### config.mk
export PLATFORM = sky130hd
export DESIGN_NAME = ps2_kbd_rx_fifo_flat
export DESIGN_NICKNAME = d
export VERILOG_FILES = /design/src/rtl/ps2_kbd_rx_fifo_if.sv /design/src/rtl/ps2_kbd_rx_fifo.sv /design/src/flat_wrapper.sv
export SDC_FILE = /design/constraint.sdc
export NUM_CORES = 1
export LEC_CHECK = 0
export ABC_AREA = 0
export BUFFER_PORTS_ARGS = -buffer_cell sky130_fd_sc_hd__buf_4
export CAP_MARGIN = 10
export CORE_UTILIZATION = 50
export CTS_CLUSTER_DIAMETER = 60
export DETAILED_ROUTE_END_ITERATION = 8
export PLACE_DENSITY = 0.72
export REMOVE_ABC_BUFFERS = 1
export SYNTH_ARGS = -nofsm -noshare
export SYNTH_HDL_FRONTEND = slang
export SYNTH_SLANG_ARGS = --single-unit
### constraint.sdc
create_clock -name iCLK_50 -period 2.36 [get_ports iCLK_50]
set_input_delay 0.236 -clock iCLK_50 [delete_from_list [all_inputs] [get_ports iCLK_50]]
set_output_delay 0.236 -clock iCLK_50 [all_outputs]
set_load 0.02 [all_outputs]
### src/rtl/ps2_kbd_rx_fifo_if.sv
// ps2_kbd_rx_fifo_if - key-event stream between the PS/2 receiver and its consumer.
// master: receiver side (drives event data/valid); slave: consumer side (drives ready).
interface ps2_kbd_rx_fifo_if;
    logic [9:0] oEVT_DATA;   // {ext, brk, code[7:0]}
    logic       oEVT_VALID;
    logic       iEVT_READY;

    modport master (output oEVT_DATA, output oEVT_VALID, input iEVT_READY);
    modport slave  (input oEVT_DATA, input oEVT_VALID, output iEVT_READY);
endinterface

### src/rtl/ps2_kbd_rx_fifo.sv
// ps2_kbd_rx_fifo - PS/2 keyboard receiver with glitch filter, frame checking,
// inter-edge timeout, E0/F0 prefix decoding and a first-word fall-through event FIFO.
// Optional feature macro: PS2_DIGIT_MAP_EN adds oDIGIT/oDIGIT_STB digit decoding.
module ps2_kbd_rx_fifo #(
    parameter int FILTER_LEN  = 8,
    parameter int TIMEOUT_CYC = 50000,
    parameter int FIFO_DEPTH  = 4
) (
    input  logic              iCLK_50,
    input  logic              iRST_N,
    input  logic              iEN,
    input  logic              PS2_KBCLK,
    input  logic              PS2_KBDAT,
    ps2_kbd_rx_fifo_if.master evt,
    output logic              oFRAME_ERR,
    output logic              oOVERFLOW,
    output logic              oBUSY
`ifdef PS2_DIGIT_MAP_EN
    ,
    output logic [3:0]        oDIGIT,
    output logic              oDIGIT_STB
`endif
);

    localparam int AW = $clog2(FIFO_DEPTH);
    localparam int TW = $clog2(TIMEOUT_CYC + 1);

    typedef enum logic [1:0] {IDLE, SHIFT, CHECK} state_t;

    logic [1:0]            kclk_sync, kdat_sync;
    logic [FILTER_LEN-1:0] filt_sr;
    logic                  filt_clk, filt_clk_d;
    logic                  fall, kdat;

    // Synchronise both PS/2 lines and debounce the clock before edge detection.
    // NOTE: reset is synchronous, so it lives inside the clocked branch, not the sensitivity list.
    always_ff @(posedge iCLK_50) begin
        if (!iRST_N) begin
            kclk_sync  <= 2'b11;
            kdat_sync  <= 2'b11;
            filt_sr    <= '1;
            filt_clk   <= 1'b1;
            filt_clk_d <= 1'b1;
        end else begin
            kclk_sync  <= {kclk_sync[0], PS2_KBCLK};
            kdat_sync  <= {kdat_sync[0], PS2_KBDAT};
            filt_sr    <= {filt_sr[FILTER_LEN-2:0], kclk_sync[1]};
            if (&filt_sr)
                filt_clk <= 1'b1;
            else if (~|filt_sr)
                filt_clk <= 1'b0;
            filt_clk_d <= filt_clk;
        end
    end

    assign fall = filt_clk_d & ~filt_clk;
    assign kdat = kdat_sync[1];

    state_t        state;
    logic [3:0]    bit_cnt;
    logic [9:0]    shreg;        // bits arrive LSB-first at the top and move down
    logic [TW-1:0] tmo_cnt;
    logic          frame_ok, ext_flag, brk_flag;
    logic          frame_good;   // parity/stop verdict evaluated on the stop-bit fall
    logic [7:0]    rx_byte;
    logic          push;

    // On the stop fall, shreg[9:1] holds d0..d7,parity and kdat is the stop bit.
    assign frame_good = (^shreg[9:1]) & kdat;
    assign rx_byte    = shreg[7:0];
    assign push       = (state == CHECK) && frame_ok &&
                        (rx_byte != 8'hE0) && (rx_byte != 8'hF0);

    // Frame FSM: start detection, bit shifting, timeout, verdict and prefix tracking.
    // NOTE: all state here uses <= so every branch sees the pre-edge values.
    always_ff @(posedge iCLK_50) begin
        if (!iRST_N) begin
            state      <= IDLE;
            bit_cnt    <= 4'd0;
            shreg      <= 10'd0;
            tmo_cnt    <= '0;
            frame_ok   <= 1'b0;
            ext_flag   <= 1'b0;
            brk_flag   <= 1'b0;
            oFRAME_ERR <= 1'b0;
            oBUSY      <= 1'b0;
        end else begin
            oFRAME_ERR <= 1'b0;
            case (state)
                IDLE: begin
                    tmo_cnt <= '0;
                    if (fall && iEN && !kdat) begin
                        state   <= SHIFT;
                        bit_cnt <= 4'd0;
                        oBUSY   <= 1'b1;
                    end
                end
                SHIFT: begin
                    if (fall) begin
                        tmo_cnt <= '0;
                        shreg   <= {kdat, shreg[9:1]};
                        bit_cnt <= bit_cnt + 4'd1;
                        if (bit_cnt == 4'd9) begin
                            state      <= CHECK;
                            oBUSY      <= 1'b0;
                            frame_ok   <= frame_good;
                            oFRAME_ERR <= ~frame_good;
                        end
                    end else if (tmo_cnt == TW'(TIMEOUT_CYC - 1)) begin
                        state      <= IDLE;
                        oBUSY      <= 1'b0;
                        oFRAME_ERR <= 1'b1;
                        ext_flag   <= 1'b0;
                        brk_flag   <= 1'b0;
                    end else begin
                        tmo_cnt <= tmo_cnt + TW'(1);
                    end
                end
                CHECK: begin
                    state   <= IDLE;
                    tmo_cnt <= '0;
                    if (!frame_ok || (rx_byte != 8'hE0 && rx_byte != 8'hF0)) begin
                        ext_flag <= 1'b0;
                        brk_flag <= 1'b0;
                    end else if (rx_byte == 8'hE0) begin
                        ext_flag <= 1'b1;
                    end else begin
                        brk_flag <= 1'b1;
                    end
                end
                default: state <= IDLE;
            endcase
        end
    end

    logic [9:0] mem [FIFO_DEPTH];
    logic [AW:0] wr_ptr, rd_ptr;
    logic        empty, full, pop, wr_en;

    assign empty = (wr_ptr == rd_ptr);
    assign full  = (wr_ptr[AW] != rd_ptr[AW]) && (wr_ptr[AW-1:0] == rd_ptr[AW-1:0]);
    assign pop   = evt.oEVT_VALID & evt.iEVT_READY;
    assign wr_en = push & (~full | pop);

    assign evt.oEVT_VALID = ~empty;
    assign evt.oEVT_DATA  = empty ? 10'd0 : mem[rd_ptr[AW-1:0]];

    // FIFO storage write.
    // NOTE: the storage array is not reset; the pointers alone define which entries are valid.
    always_ff @(posedge iCLK_50) begin
        if (wr_en)
            mem[wr_ptr[AW-1:0]] <= {ext_flag, brk_flag, rx_byte};
    end

    // FIFO pointers and sticky overflow flag.
    always_ff @(posedge iCLK_50) begin
        if (!iRST_N) begin
            wr_ptr    <= '0;
            rd_ptr    <= '0;
            oOVERFLOW <= 1'b0;
        end else begin
            if (wr_en)
                wr_ptr <= wr_ptr + (AW+1)'(1);
            if (pop)
                rd_ptr <= rd_ptr + (AW+1)'(1);
            if (push && full && !pop)
                oOVERFLOW <= 1'b1;
        end
    end

`ifdef PS2_DIGIT_MAP_EN
    logic       shift_held;
    logic       dig_hit;
    logic [3:0] dig_val;

    // Map the byte being completed (shreg[8:1] on the stop fall) to a digit or #/*.
    // NOTE: defaults first so no path leaves dig_hit/dig_val unassigned (no latch).
    always_comb begin
        dig_hit = 1'b0;
        dig_val = 4'd0;
        case (shreg[8:1])
            8'h45: begin dig_hit = ~shift_held; dig_val = 4'd0; end
            8'h16: begin dig_hit = ~shift_held; dig_val = 4'd1; end
            8'h1E: begin dig_hit = ~shift_held; dig_val = 4'd2; end
            8'h26: begin dig_hit = 1'b1; dig_val = shift_held ? 4'hA : 4'd3; end
            8'h25: begin dig_hit = ~shift_held; dig_val = 4'd4; end
            8'h2E: begin dig_hit = ~shift_held; dig_val = 4'd5; end
            8'h36: begin dig_hit = ~shift_held; dig_val = 4'd6; end
            8'h3D: begin dig_hit = ~shift_held; dig_val = 4'd7; end
            8'h3E: begin dig_hit = 1'b1; dig_val = shift_held ? 4'hB : 4'd8; end
            8'h46: begin dig_hit = ~shift_held; dig_val = 4'd9; end
            default: ;
        endcase
    end

    // Left-shift tracking and digit strobe, registered so the strobe lands in the push cycle.
    always_ff @(posedge iCLK_50) begin
        if (!iRST_N) begin
            shift_held <= 1'b0;
            oDIGIT     <= 4'd0;
            oDIGIT_STB <= 1'b0;
        end else begin
            oDIGIT_STB <= 1'b0;
            if (push && rx_byte == 8'h12)
                shift_held <= ~brk_flag;
            if (state == SHIFT && fall && bit_cnt == 4'd9 && frame_good &&
                !ext_flag && !brk_flag && dig_hit) begin
                oDIGIT     <= dig_val;
                oDIGIT_STB <= 1'b1;
            end
        end
    end
`endif

endmodule
### src/flat_wrapper.sv
// flat-port wrapper written by rule: the top's interface ports become plain ports
module ps2_kbd_rx_fifo_flat 
#(
    parameter int FILTER_LEN  = 8,
    parameter int TIMEOUT_CYC = 50000,
    parameter int FIFO_DEPTH  = 4
)
  (iCLK_50, iRST_N, iEN, PS2_KBCLK, PS2_KBDAT, oFRAME_ERR, oOVERFLOW, oBUSY, evt_oEVT_DATA, evt_oEVT_VALID, evt_iEVT_READY);
  ps2_kbd_rx_fifo_if evt_i ();
  input  logic iCLK_50;
  input  logic iRST_N;
  input  logic iEN;
  input  logic PS2_KBCLK;
  input  logic PS2_KBDAT;
  output logic oFRAME_ERR;
  output logic oOVERFLOW;
  output logic oBUSY;
  output wire logic [$bits(evt_i.oEVT_DATA)-1:0] evt_oEVT_DATA;
  output wire logic [$bits(evt_i.oEVT_VALID)-1:0] evt_oEVT_VALID;
  input wire logic [$bits(evt_i.iEVT_READY)-1:0] evt_iEVT_READY;
  assign evt_oEVT_DATA = evt_i.oEVT_DATA;
  assign evt_oEVT_VALID = evt_i.oEVT_VALID;
  assign evt_i.iEVT_READY = evt_iEVT_READY;
  ps2_kbd_rx_fifo #(.FILTER_LEN(FILTER_LEN), .TIMEOUT_CYC(TIMEOUT_CYC), .FIFO_DEPTH(FIFO_DEPTH)) u_core (.iCLK_50(iCLK_50), .iRST_N(iRST_N), .iEN(iEN), .PS2_KBCLK(PS2_KBCLK), .PS2_KBDAT(PS2_KBDAT), .evt(evt_i), .oFRAME_ERR(oFRAME_ERR), .oOVERFLOW(oOVERFLOW), .oBUSY(oBUSY));
endmodule
# After elaboration in Yosys (flattened, before gate mapping)
# Memory sizes are Yosys's and may differ from the RTL's. A register that Yosys moved wholly into a read port is not among the register bits.
# Cells that the tools add are included.
[word_totals]
out_inout_bits = 14
n_memories = 1
regBits = 58
wordCells = 113
ram_bits = 40
input_bits = 6
[op_classes]
reduce_logical = 31
n_bitwise = 10
muxes = 31
n_eq_ne = 19
addsub = 4
[mem_list]
columns = ["memory", "depth", "word_bits", "rd", "rd_clocked_by_memory_dff", "write_ports", "line", "rtl"]
rows = [
  ["u_core.mem", 4, 10, 1, 1, 1, "ps2_kbd_rx_fifo.sv:136", "logic [9:0] mem [FIFO_DEPTH];"],
]
[ops]
columns = ["op", "n"]
rows = [
  ["$mux W16", 2],
  ["$pmux W16 S2", 1],
  ["$add A16 B1 Y16 const B", 1],
  ["$eq A16 B16 Y1 const B", 1],
  ["$ne A8 B8 Y1 const B", 2],
  ["$mux W1", 14],
  ["$mux W2", 6],
  ["$reduce_and A4 Y1", 3],
  ["$mux W10", 1],
  ["$logic_and A1 B1 Y1", 9],
  ["$ne A3 B3 Y1 const B", 3],
  ["$reduce_and A3 Y1", 3],
  ["$reduce_xor A9 Y1", 1],
  ["$eq A8 B8 Y1 const B", 1],
  ["$mux W4", 2],
  ["$pmux W4 S2", 1],
  ["$reduce_and A8 Y1", 1],
  ["$reduce_or A8 Y1", 1],
  ["$add A3 B1 Y3 const B", 2],
  ["$ne A2 B1 Y1 const B", 3],
  ["$pmux W1 S2", 3],
  ["$reduce_and A2 Y1", 3],
  ["$reduce_bool A2 Y1", 3],
  ["$not A1 Y1", 5],
  ["other kinds (17)", 23],
]

# Logic depth before layout (Yosys ltp)
[depth]
ltp_word = 7
mapped_depth = 6
ltp_nobuf = 6

# Least setup slack after synthesis
# OpenSTA, ideal clock, no wires.
[synth_path]
path_kind = "reg-to-reg"
startpoint = "reg u_core.shreg[1]"
endpoint = "reg u_core.wr_ptr[2]"
setup_ns = 0.115
path_buffers = 0
path_stages_with_launch = 6
synth_period_minus_slack_ns = 1.705
arrival_ns = 1.590
path_slack_ns = 0.655
path_cell_list = "dfxtp_1 -> and4bb_2 -> a31oi_2 -> and3_1 -> xor2_1 -> and2_1"
[synth_via]
elab_chain_len = 4
word_cells_on_any_way = 5
classes_between = "eq/ne: 2; bitwise: 1; reduce/logical: 2"
[synth_rtl]
columns = ["element", "line", "rtl"]
rows = [
  ["start, declared", "ps2_kbd_rx_fifo.sv:61", "logic [9:0] shreg;"],
  ["start signal, assigned", "ps2_kbd_rx_fifo.sv:101", "shreg <= {kdat, shreg[9:1]};"],
  ["$ne A8 B8 Y1", "ps2_kbd_rx_fifo.sv:72", "(rx_byte != 8'hE0) && (rx_byte != 8'hF0);"],
  ["$logic_and A1 B1 Y1", "ps2_kbd_rx_fifo.sv:71", "assign push = (state == CHECK) && frame_ok &&"],
  ["$logic_and A1 B1 Y1 *", "ps2_kbd_rx_fifo.sv:72", ""],
  ["$and A1 B1 Y1 *", "ps2_kbd_rx_fifo.sv:143", "assign wr_en = push & (~full | pop);"],
  ["end signal, assigned", "ps2_kbd_rx_fifo.sv:163", "wr_ptr <= wr_ptr + (AW+1)'(1);"],
  ["end, declared", "ps2_kbd_rx_fifo.sv:137", "logic [AW:0] wr_ptr, rd_ptr;"],
]
# Mark *: on every way between the ends. The rest lies on a longest branch, timed or not.
# A chain may end at the register's enable or synchronous reset.

# Worst setup path in the final report
[layout_path]
startpoint = "reg u_core.state[1]"
endpoint = "reg u_core.wr_ptr[2]"
[layout_via]
elab_chain_len = 5
[layout_rtl]
columns = ["element", "line", "rtl"]
rows = [
  ["start, declared", "ps2_kbd_rx_fifo.sv:59", "state_t state;"],
  ["start signal, assigned", "ps2_kbd_rx_fifo.sv:78", "state <= IDLE;"],
  ["start signal, assigned", "ps2_kbd_rx_fifo.sv:93", "state <= SHIFT;"],
  ["start signal, assigned", "ps2_kbd_rx_fifo.sv:104", "state <= CHECK;"],
  ["$eq A2 B2 Y1", "ps2_kbd_rx_fifo.sv:71", ""],
  ["$logic_and A1 B1 Y1 (2 in a row)", "ps2_kbd_rx_fifo.sv:71", ""],
  ["$logic_and A1 B1 Y1", "ps2_kbd_rx_fifo.sv:72", ""],
  ["$and A1 B1 Y1", "ps2_kbd_rx_fifo.sv:143", ""],
]
# No other way between the ends.

==> metrics <==
status completed; CP required 2.63 ns; max-slew violation count 0; Max IR drop VDD 0.000363 V; power density over the cells 646 nW/um^2; antenna diode count 0; share of layout cells above drive strength 1 0.140; setup violators final 0; PostCTS Resize Cnt 0; Final period util 0.865; Critical Path Start Type flop; htree depth 3; final hold violation count 0; critical path buffer and inverter count 0; DRC Markers 0; fin crit period 2.04 ns; Main synth FF type dfxtp_1; Post-synth EDFFs 40; TritonCTS clock tree done; io pins 20; compound-gate portion of the synthesized area 0.0619; DR WL/cell 14.5 um; final worst slack 0.318 ns; pre-CTS WS 0.284 ns; Worst Path Arrival 2.31 ns; largest net degree at the start of global routing 41; Vias/cell 5.40; sequential area share after synthesis 0.571; Final nets 403; synth-to-layout area growth 11.7%; register bit total from synthesis 100; Stages on worst setup path 5; Clk pin slew, worst setup/hold paths 0.10 ns; total gr overflow 0; Synth Area in Adders 0.0238; Rel. slew slack 0.240; Crit Path Class flop to flop; Worst path slowest cell dfxtp_1; mux contribution to synthesized area 0.0663; worst-skew pair later-pin latency 0.37 ns; DRT Pass-1 Iters 5; Clock Path Buffers 2; Synth Area in XOR/XNOR 0.0574; Die ar. 8780 um^2; leakage dissipation 1.65 nW; GPL Wtd Cong 0.860; Worst Hold Depth 2; vias in the first global route 2623; setup TNS 0 ns; Critical Path, Cell by Cell nand3b_1 -> a31oi_2 -> and3_1 -> xor2_1 -> and2_1; setup bufs post-CTS 0; Initial Utilization 0.514; Async SR Flop Fraction 0; f_max 0.490 GHz; worst hold path type input port to flop; Tot GR Track Use 0.182; commonest non-fill, non-tap cell in the layout dfxtp_1; worst-path maximum fanout 13; Mapped Cells 366; Die W 93.7 um; post-synthesis cell area 4210 um^2; Hold Buf Count CTS 0; first-pass GRT wire length 12200 um; clk_skew 0.0109 ns; clock sinks 100; Routed Antenna Nets 0; max cap viols 0; most frequent cells in the layout dfxtp_1 (60), nand2_1 (40), edfxtp_1 (40); cells on worst reg2reg path 5; Detail Placement HPWL 4980 um; die height 93.7 um; Root Driver clkbuf_8; Slew @ Worst Pin 1.14 ns; Row Count 33; Hold Slack 0.0519 ns; simple-gate area share of the yosys netlist 0.199; initial drt markers 105; Core ar. 8180 um^2; CP Capture Type flop; CTS buffer count 9; final wirelength 7220 um; syn avg cell area 11.5 um^2; IO Port Bufs 19; delay-heaviest family, CP simple AND/OR/NAND/NOR gates; CP peak stage delay 0.62 ns; via count 2693; synth unique cells 45; Yosys Warn Count 0; largest family of logic cells by synthesized area simple AND/OR/NAND/NOR gates; unrepaired setup endpoints after global routing no; initial antenna violation count 0
[per-layer routing]
metal / share of wire / vias to the layer above / GRT usage
met4: 0.020 / 0 / 0.0949
met5: 0 / - / 0
met1: 0.45 / 1305 / 0.223
met2: 0.50 / 45 / 0.310
met3: 0.028 / 11 / 0.0275
li1: - / 1332 / -
[registers in the layout, indices dropped and copies added (netlist names), named ones only]
name	count
u_core.filt_clk	1
u_core.rd_ptr	3
u_core.ext_flag	1
u_core.kclk_sync	2
u_core.frame_ok	1
u_core.oOVERFLOW	1
u_core.oBUSY	1
u_core.oFRAME_ERR	1
u_core.state	2
u_core.tmo_cnt	16
u_core.wr_ptr	3
u_core.brk_flag	1
u_core.bit_cnt	4
u_core.filt_sr	8
u_core.filt_clk_d	1
u_core.mem	40
u_core.kdat_sync	2
u_core.shreg	10
[Yosys cell counts (2+ instances only)]
master | number | area (um^2)
dfxtp_1 | 60 | 1200
edfxtp_1 | 40 | 1200
nand2_1 | 40 | 150
nor2_1 | 24 | 90.1
and2_1 | 18 | 113
nand2b_1 | 17 | 106
xnor2_1 | 17 | 149
a21oi_1 | 10 | 50.1
mux4_2 | 10 | 225
a21boi_0 | 9 | 67.6
and3_1 | 9 | 56.3
nand4_1 | 9 | 56.3
o21ai_0 | 9 | 45.0
ha_1 | 8 | 100
inv_1 | 8 | 30.0
nand3_1 | 8 | 40.0
nor2b_1 | 8 | 50.1
xor2_1 | 8 | 70.1
clkbuf_1 | 7 | 26.3
buf_2 | 5 | 25.0
nor3_1 | 4 | 20.0
nor4b_1 | 4 | 35.0
mux2_1 | 3 | 33.8
o21ai_1 | 3 | 15.0
a21boi_1 | 2 | 15.0
and4_1 | 2 | 17.5
mux2i_1 | 2 | 20.0
nand3b_1 | 2 | 15.0
nor4_1 | 2 | 12.5
or3_1 | 2 | 12.5
or4_1 | 2 | 15.0
[logic make-up (layout without fill, tap and decap cells)]
logic type,count (synthesis),after routing
DFF,100,100
AOI/OAI and AO/OA,40,40
and+or+nand+nor,156,156
xor gates and xnor gates,26,26
muxes,15,15
buffers and inverters,21,49
adders and majority gates,8,8
[stage by stage]
stage / cell area (um^2) / power [mW] / utilization / cells
2_1_floorplan: 4150 / 1.83 / - / 353
3_3_place_gp: 4470 / 1.85 / 0.547 / 483
3_5_place_dp: 4470 / 1.85 / 0.547 / 483
4_1_cts: 4700 / 3.06 / 0.575 / 499
5_1_grt: 4700 / 3.12 / 0.575 / 499
6_report: 4700 / 3.03 / 0.575 / 499
[cell type report]
| type | count | area, um^2 |
|---|---|---|
| Multi-Input combinational cell | 245 | 1720 |
| Sequential cell | 100 | 2400 |
| Clock buffer | 9 | 124 |
| Inverter | 8 | 30.0 |
| Timing Repair Buffer | 25 | 188 |
| Tap cell | 105 | 131 |
| Clock inverter | 7 | 104 |
| Fill cell | 699 | 3480 |
[report_power, final]
part,internal [mW],switching (mW)
Clock,0.612,0.611
Sequential,1.78,0.00189
Combinational,0.0121,0.0132
Total,2.41,0.626
[path summary, 6_finish.rpt]
check                                      endpoint  slack [ns]                start
worst max-delay path               u_core.wr_ptr[2]        0.32      u_core.state[1]
worst min-delay path            u_core.kclk_sync[0]        0.05            PS2_KBCLK
worst max register to register     u_core.wr_ptr[2]        0.32      u_core.state[1]
worst min register to register  u_core.kdat_sync[1]        0.42  u_core.kdat_sync[0]
Note: power is estimated with default switching activity, not from simulation.
